File: src/rtl/ps2_pkg.sv
// Shared definitions for the PS/2 keyboard receiver: FSM encoding,
// scancode prefix constants and the frame acceptance check.
package ps2_pkg;

    typedef enum logic [1:0] {
        ST_IDLE   = 2'd0,
        ST_DATA   = 2'd1,
        ST_PARITY = 2'd2,
        ST_STOP   = 2'd3
    } ps2_state_t;

    // Prefix bytes: E0 marks an extended key, F0 marks a key release.
    localparam logic [7:0] CODE_EXT = 8'hE0;
    localparam logic [7:0] CODE_BRK = 8'hF0;

    // Queue entry layout: {code[7:0], release, extended}.
    localparam int ENTRY_W = 10;

    // A frame is good when the stop bit is 1 and data+parity hold an odd
    // number of ones (PS/2 uses odd parity).
    function automatic logic frame_ok(input logic [7:0] data,
                                      input logic       par,
                                      input logic       stop);
        return stop & (^{data, par});
    endfunction

endpackage

File: src/rtl/ps2_fifo.sv
// Synchronous show-ahead FIFO for decoded keys.
// Handshake: the head entry is on rd_data whenever rd_valid is 1; it is
// consumed in any cycle where rd_valid && rd_ready, and the next entry
// appears on rd_data the following cycle. A push into a full FIFO is
// accepted only if a pop happens in the same cycle; otherwise the new
// entry is dropped and overflow pulses for that cycle.
module ps2_fifo #(
    parameter int WIDTH = 10,
    parameter int DEPTH = 8
) (
    input  logic             clk,
    input  logic             rst_n,
    input  logic             push,
    input  logic [WIDTH-1:0] wr_data,
    input  logic             rd_ready,
    output logic             rd_valid,
    output logic [WIDTH-1:0] rd_data,
    output logic             overflow
);
    localparam int AW = $clog2(DEPTH);

    logic [WIDTH-1:0] mem [DEPTH];
    logic [AW:0]      wr_ptr;
    logic [AW:0]      rd_ptr;
    logic             empty;
    logic             full;
    logic             do_pop;
    logic             do_push;

    // The extra pointer MSB tells full (MSBs differ) from empty (equal).
    assign empty    = (wr_ptr == rd_ptr);
    assign full     = (wr_ptr[AW] != rd_ptr[AW]) &&
                      (wr_ptr[AW-1:0] == rd_ptr[AW-1:0]);
    assign do_pop   = !empty && rd_ready;
    assign do_push  = push && (!full || do_pop);
    assign overflow = push && full && !do_pop;

    assign rd_valid = !empty;
    // Head fields read as zero while nothing is queued.
    assign rd_data  = empty ? '0 : mem[rd_ptr[AW-1:0]];

    // Pointer update; both pointers wrap naturally through the extra MSB.
    always_ff @(posedge clk or negedge rst_n) begin
        if (!rst_n) begin
            wr_ptr <= '0;
            rd_ptr <= '0;
        end else begin
            if (do_push) wr_ptr <= wr_ptr + (AW+1)'(1);
            if (do_pop)  rd_ptr <= rd_ptr + (AW+1)'(1);
        end
    end

    // Storage write; contents need no reset because rd_data is gated.
    always_ff @(posedge clk) begin
        if (do_push) mem[wr_ptr[AW-1:0]] <= wr_data;
    end

endmodule

File: src/rtl/ps2_keyboard_rx.sv
// PS/2 keyboard receiver: synchronises and deglitches the keyboard clock,
// deserialises 11-bit frames, folds E0/F0 prefixes into flags and queues
// decoded keys. Output handshake: key_* fields are valid while key_valid
// is 1; the head is consumed on key_valid && key_ready.
module ps2_keyboard_rx
    import ps2_pkg::*;
#(
    parameter int FILTER_LEN     = 8,
    parameter int TIMEOUT_CYCLES = 5000,
    parameter int FIFO_DEPTH     = 8
) (
    input  logic       clk25,
    input  logic       rst_n,
    input  logic       ps2_clk,
    input  logic       ps2_din,
    output logic [7:0] key_code,
    output logic       key_release,
    output logic       key_extended,
    output logic       key_valid,
    input  logic       key_ready,
    output logic       frame_err,
    output logic       overflow,
    output logic [1:0] dbg_state
);
    localparam int FW = $clog2(FILTER_LEN + 1);
    localparam int TW = $clog2(TIMEOUT_CYCLES + 1);

    logic          clk_s1, clk_s2;
    logic          din_s1, din_s2;
    logic [FW-1:0] filt_cnt;
    logic          filt_clk;
    logic          filt_clk_d;
    logic          sample;

    ps2_state_t    state_q, state_d;
    logic [2:0]    bit_cnt;
    logic [7:0]    shift_q;
    logic          par_q;
    logic [TW-1:0] tmo_cnt;
    logic          tmo_hit;
    logic          byte_done;
    logic          byte_bad;

    logic          done_q;
    logic [7:0]    done_code;
    logic          is_ext;
    logic          is_brk;
    logic          push;
    logic          rel_q;
    logic          ext_q;

    logic [ENTRY_W-1:0] head;

    // Two-flop synchronisers; idle PS/2 lines are high.
    always_ff @(posedge clk25 or negedge rst_n) begin
        if (!rst_n) begin
            clk_s1 <= 1'b1;
            clk_s2 <= 1'b1;
            din_s1 <= 1'b1;
            din_s2 <= 1'b1;
        end else begin
            clk_s1 <= ps2_clk;
            clk_s2 <= clk_s1;
            din_s1 <= ps2_din;
            din_s2 <= din_s1;
        end
    end

    // Glitch filter: follow the synchronised clock only after FILTER_LEN
    // consecutive samples disagreeing with the current filtered value.
    always_ff @(posedge clk25 or negedge rst_n) begin
        if (!rst_n) begin
            filt_cnt   <= '0;
            filt_clk   <= 1'b1;
            filt_clk_d <= 1'b1;
        end else begin
            filt_clk_d <= filt_clk;
            if (clk_s2 == filt_clk) begin
                filt_cnt <= '0;
            end else if (filt_cnt == FW'(FILTER_LEN - 1)) begin
                filt_clk <= clk_s2;
                filt_cnt <= '0;
            end else begin
                filt_cnt <= filt_cnt + FW'(1);
            end
        end
    end

    // One-cycle sample strobe on each falling edge of the filtered clock.
    assign sample  = filt_clk_d && !filt_clk;
    assign tmo_hit = (state_q != ST_IDLE) && !sample &&
                     (tmo_cnt == TW'(TIMEOUT_CYCLES - 1));

    // Receive FSM state register.
    always_ff @(posedge clk25 or negedge rst_n) begin
        if (!rst_n) state_q <= ST_IDLE;
        else        state_q <= state_d;
    end

    // Receive FSM next state plus byte-complete / byte-bad strobes.
    always_comb begin
        state_d   = state_q;
        byte_done = 1'b0;
        byte_bad  = 1'b0;
        if (tmo_hit) begin
            state_d  = ST_IDLE;
            byte_bad = 1'b1;
        end else if (sample) begin
            case (state_q)
                ST_IDLE:   if (!din_s2) state_d = ST_DATA;
                ST_DATA:   if (bit_cnt == 3'd7) state_d = ST_PARITY;
                ST_PARITY: state_d = ST_STOP;
                ST_STOP: begin
                    state_d = ST_IDLE;
                    if (frame_ok(shift_q, par_q, din_s2)) byte_done = 1'b1;
                    else                                  byte_bad  = 1'b1;
                end
                default:   state_d = ST_IDLE;
            endcase
        end
    end

    // Shift register, bit counter and parity capture on sample events.
    always_ff @(posedge clk25 or negedge rst_n) begin
        if (!rst_n) begin
            bit_cnt <= '0;
            shift_q <= '0;
            par_q   <= 1'b0;
        end else if (sample) begin
            case (state_q)
                ST_IDLE: bit_cnt <= '0;
                ST_DATA: begin
                    shift_q <= {din_s2, shift_q[7:1]};
                    bit_cnt <= bit_cnt + 3'd1;
                end
                ST_PARITY: par_q <= din_s2;
                default: ;
            endcase
        end
    end

    // Inter-edge timeout counter; idle and every sample event restart it.
    always_ff @(posedge clk25 or negedge rst_n) begin
        if (!rst_n)                            tmo_cnt <= '0;
        else if (state_q == ST_IDLE || sample) tmo_cnt <= '0;
        else                                   tmo_cnt <= tmo_cnt + TW'(1);
    end

    // Register the frame outcome; push and error pulse follow one cycle later.
    always_ff @(posedge clk25 or negedge rst_n) begin
        if (!rst_n) begin
            done_q    <= 1'b0;
            done_code <= '0;
            frame_err <= 1'b0;
        end else begin
            done_q    <= byte_done;
            frame_err <= byte_bad;
            if (byte_done) done_code <= shift_q;
        end
    end

    assign is_ext = done_q && (done_code == CODE_EXT);
    assign is_brk = done_q && (done_code == CODE_BRK);
    assign push   = done_q && !is_ext && !is_brk;

    // Prefix flags: set by E0/F0, cleared after a push or any frame error.
    always_ff @(posedge clk25 or negedge rst_n) begin
        if (!rst_n) begin
            rel_q <= 1'b0;
            ext_q <= 1'b0;
        end else if (frame_err || push) begin
            rel_q <= 1'b0;
            ext_q <= 1'b0;
        end else if (is_ext) begin
            ext_q <= 1'b1;
        end else if (is_brk) begin
            rel_q <= 1'b1;
        end
    end

    ps2_fifo #(
        .WIDTH (ENTRY_W),
        .DEPTH (FIFO_DEPTH)
    ) u_fifo (
        .clk      (clk25),
        .rst_n    (rst_n),
        .push     (push),
        .wr_data  ({done_code, rel_q, ext_q}),
        .rd_ready (key_ready),
        .rd_valid (key_valid),
        .rd_data  (head),
        .overflow (overflow)
    );

    assign key_code     = head[9:2];
    assign key_release  = head[1];
    assign key_extended = head[0];
    assign dbg_state    = state_q;

endmodule

File: config.mk
export PLATFORM = sky130hd
export DESIGN_NAME = ps2_keyboard_rx
export DESIGN_NICKNAME = d
export VERILOG_FILES = /design/src/rtl/ps2_pkg.sv /design/src/rtl/ps2_fifo.sv /design/src/rtl/ps2_keyboard_rx.sv
export SDC_FILE = /design/constraint.sdc
export NUM_CORES = 1
export LEC_CHECK = 0
export ABC_AREA = 1
export BUFFER_PORTS_ARGS = -buffer_cell sky130_fd_sc_hd__buf_2
export CAP_MARGIN = 20
export CORE_ASPECT_RATIO = 1.1
export CORE_MARGIN = 4
export CORE_UTILIZATION = 45
export CTS_BUF_LIST = sky130_fd_sc_hd__clkbuf_4
export DETAILED_ROUTE_END_ITERATION = 6
export GPL_ROUTABILITY_DRIVEN = 0
export PLACE_DENSITY = 0.72
export SLEW_MARGIN = 20
export SYNTH_ARGS = -nofsm -noshare
export SYNTH_HDL_FRONTEND = slang
export SYNTH_SLANG_ARGS = --single-unit
File: constraint.sdc
create_clock -name clk25 -period 3.01 [get_ports clk25]
set_input_delay 0.301 -clock clk25 [delete_from_list [all_inputs] [get_ports clk25]]
set_output_delay 0.301 -clock clk25 [all_outputs]
set_load 0.03 [all_outputs]
==> metrics.cfg <==
[outcome]
status=finished, final reports clean

[drt]
dr.pass1.iters=5
vias_per_cell=5.27
routed_wl_mm=11.5
routed-via-count=4091
drc_errors=0
avgRoutedWirePerCell_um=14.9
drt-initial-drc-count=315
route.antenna.remaining_nets=0

[sta]
setup_tns_ns=0
fin_worst_skew_ns=0.0187
period_share=0.887
fmax_mhz=374
slew_headroom=0.438
rsz0062_at_grt=no
hold_viol_final=0
hold_slack_ns=0.367
setup_viol=0
layout_min_cycle_time_ns=2.67
tightest_slew_ns=0.843
drv_slew=0

[grt]
track_usage=0.159
gr-total-overflow=0
grt_max_degree=44
grt_pass1_wl_mm=19.3
grt_pass1_vias=4014
antenna_found_initial=1

[worst_setup_path]
end_kind=output port
critPathArrivalTime_ns=2.37
crit_path_max_fanout=26
crit_type=flop to output port
cp-start-kind=flop
cp.required_ns=2.71

[die]
die-height_um=129
rows=44
ios=20
dieArea_sq_mm=0.0153
initial_core_util=0.459
die_w_um=118
coreArea_sq_mm=0.0132

[placed_design]
portBuffers=19
hpwl_mm=7.87
dp.cells=740

[synthesis]
synth_top_cell_area_share=0.398
ys_ff_latch=137
synth_area_sq_mm=0.00603
syn-instance-count=567
synthesis.nets=583
ys_seq_area_frac=0.636
yosysWarningCount=0
synth_cell_type_count=34
synth_area_leaders=edfxtp_1 (40%), dfrtp_1 (21%), nor2_1 (6.9%)
synth_top_area_cell=edfxtp_1
syn_area_per_cell_sq_um=10.6

[final_layout]
final_nets=618
n_fill_cell=1139
finalNonFillerCells=776
drive_gt1_frac=0.164
area.growth.synth_to_final_pct=10.9

[cts]
clock_latency_ns=0.53
cts_tree=done
post_cts_buffers=0
root_buffer=clkbuf_4
h-tree-depth=4
cts.sinks=137
cts_inserted_buffers=17
clkTransAtPathRegs_ns=0.12
ctsResizeCount=0
cts_hold_buffers=3
clk_path_buf_depth=2

[power_and_ir_drop]
power.density_mw_per_mm2=797
ir_drop_mv=0.448
power_leakage_uw=0.00273
p_total_uw=5330

[job]
cap_violations=0

[worst_hold_path]
hold_class=flop to flop

-- cell families after synthesis --
family	share of synthesized area
AND/OR/NAND/NOR	0.200
flip-flops	0.636
AO/OA/AOI/OAI	0.0804
buffers and inverters	0.0406
XOR/XNOR	0.0189
adder cells (fa/ha/maj)	0.0228
multiplexers	0.00187
-- routing by layer --
metal | global-route usage | vias up | routed length (um)
met5 | 0 | - | 0
met4 | 0.0559 | 0 | 174
met1 | 0.197 | 1935 | 5130
met3 | 0.0541 | 17 | 607
met2 | 0.264 | 129 | 5620
li1 | - | 2010 | -
-- synth_stat cells --
library cell  number
a21oi_1            8
a31oi_1            2
buf_1              2
buf_2             10
buf_6              2
clkbuf_1           5
dfrtp_1           51
dfstp_2            6
edfxtp_1          80
ha_1              11
inv_1             33
inv_2              6
mux2_2             1
nand2_1           87
nand2_2           10
nand2_4            3
nand3_1           18
nand3_2            3
nand3b_1           2
nand4_1            9
nand4_4            1
nor2_1           111
nor2_2             3
nor2_4             5
nor3_1            11
nor3_2             1
nor4_1             1
o21a_1             1
o21ai_0           42
o21ai_1            8
o32ai_1           20
or2_2              1
xnor2_1            6
xor2_1             7
-- worst max-delay path, cell delays in order (launching register included) --
cell	delay, ns
dfrtp_1	0.42
inv_2	0.36
buf_4	0.30
nor2_1	0.06
o32ai_1	0.30
nor2_1	0.07
nor2_1	0.12
buf_2	0.21
-- power by group --
group | switching (uW) | leakage, uW | internal [uW]
registers | 98.1 | 0.00152 | 2080
clock network | 661 | 0.000164 | 662
logic | 1250 | 0.00105 | 575
-- state kept, by name, indices dropped and copies added (netlist names), 3 cells and up --
name,cells
bit_cnt,3
done_code,8
filt_cnt,4
shift_q,8
tmo_cnt,13
u_fifo.mem,80
u_fifo.rd_ptr,4
u_fifo.wr_ptr,4
-- cells in the final DEF, fill, tap and decap left out, types with 2 or more instances in the layout --
| cell | synthesis | layout |
|---|---|---|
| xor2_1 | 7 | 7 |
| nor2_1 | 111 | 111 |
| nand2_2 | 10 | 10 |
| nand3b_1 | 2 | 2 |
| nand3_1 | 18 | 18 |
| inv_2 | 6 | 6 |
| dlygate4sd3_1 | 0 | 4 |
| a31oi_1 | 2 | 2 |
| o21ai_1 | 8 | 8 |
| nand2_1 | 87 | 87 |
| o32ai_1 | 20 | 20 |
| buf_4 | 0 | 12 |
| nand2_4 | 3 | 3 |
| nor2_2 | 3 | 3 |
| clkbuf_4 | 0 | 17 |
| nor2_4 | 5 | 5 |
| inv_1 | 33 | 33 |
| dfstp_2 | 6 | 6 |
| inv_6 | 0 | 2 |
| buf_2 | 10 | 19 |
| clkinv_4 | 0 | 2 |
| bufinv_16 | 0 | 4 |
| nor3_1 | 11 | 11 |
| nand4_1 | 9 | 9 |
| dfrtp_1 | 51 | 51 |
| edfxtp_1 | 80 | 80 |
| nand3_2 | 3 | 3 |
| a21oi_1 | 8 | 8 |
| clkinvlp_4 | 0 | 3 |
| o21ai_0 | 42 | 42 |
| xnor2_1 | 6 | 6 |
| ha_1 | 11 | 11 |
-- metrics by stage --
step | setup WS [ns] | util | area [sq um]
2_1_floorplan | 0.822 | - | 6030
3_3_place_gp | 0.970 | 0.481 | 6320
3_5_place_dp | 0.943 | 0.481 | 6320
4_1_cts | 0.287 | 0.508 | 6680
5_1_grt | 0.0628 | 0.508 | 6690
6_report | 0.340 | 0.508 | 6690
-- path summary, 6_finish.rpt --
kind | startpoint | endpoint | slack (ns) | depth (start not counted)
worst min-delay path | clk_s1$_DFF_PN1_ | clk_s2$_DFF_PN1_ | 0.37 | 0
worst max-delay path | u_fifo.rd_ptr[0]$_DFFE_PN0P_ | key_code[2] | 0.34 | 7
worst min register to register | clk_s1$_DFF_PN1_ | clk_s2$_DFF_PN1_ | 0.37 | 0
min in group asynchronous | rst_n | dbg_state[0]$_DFFE_PN0P_ | 0.40 | 2
worst max register to register | u_fifo.rd_ptr[0]$_DFFE_PN0P_ | u_fifo.mem[6][3]$_DFFE_PP_ | 0.97 | 8
max in group asynchronous | rst_n | done_code[5]$_DFFE_PN0P_ | 1.83 | 3
-- final cells by class --
| type | count | area, sq um | share of cell area |
|---|---|---|---|
| clock buffers | 17 | 128 | 0.0191 |
| repair buffers | 35 | 225 | 0.0337 |
| clock inverters | 14 | 198 | 0.0295 |
| multi-input cells | 372 | 1950 | 0.292 |
| diodes | 1 | 2.50 | 0.000374 |
| well taps | 161 | 201 | 0.0301 |
| flip-flops and latches | 137 | 3840 | 0.573 |
| inverters | 39 | 146 | 0.0219 |
Note: power is estimated with default switching activity, not from simulation.
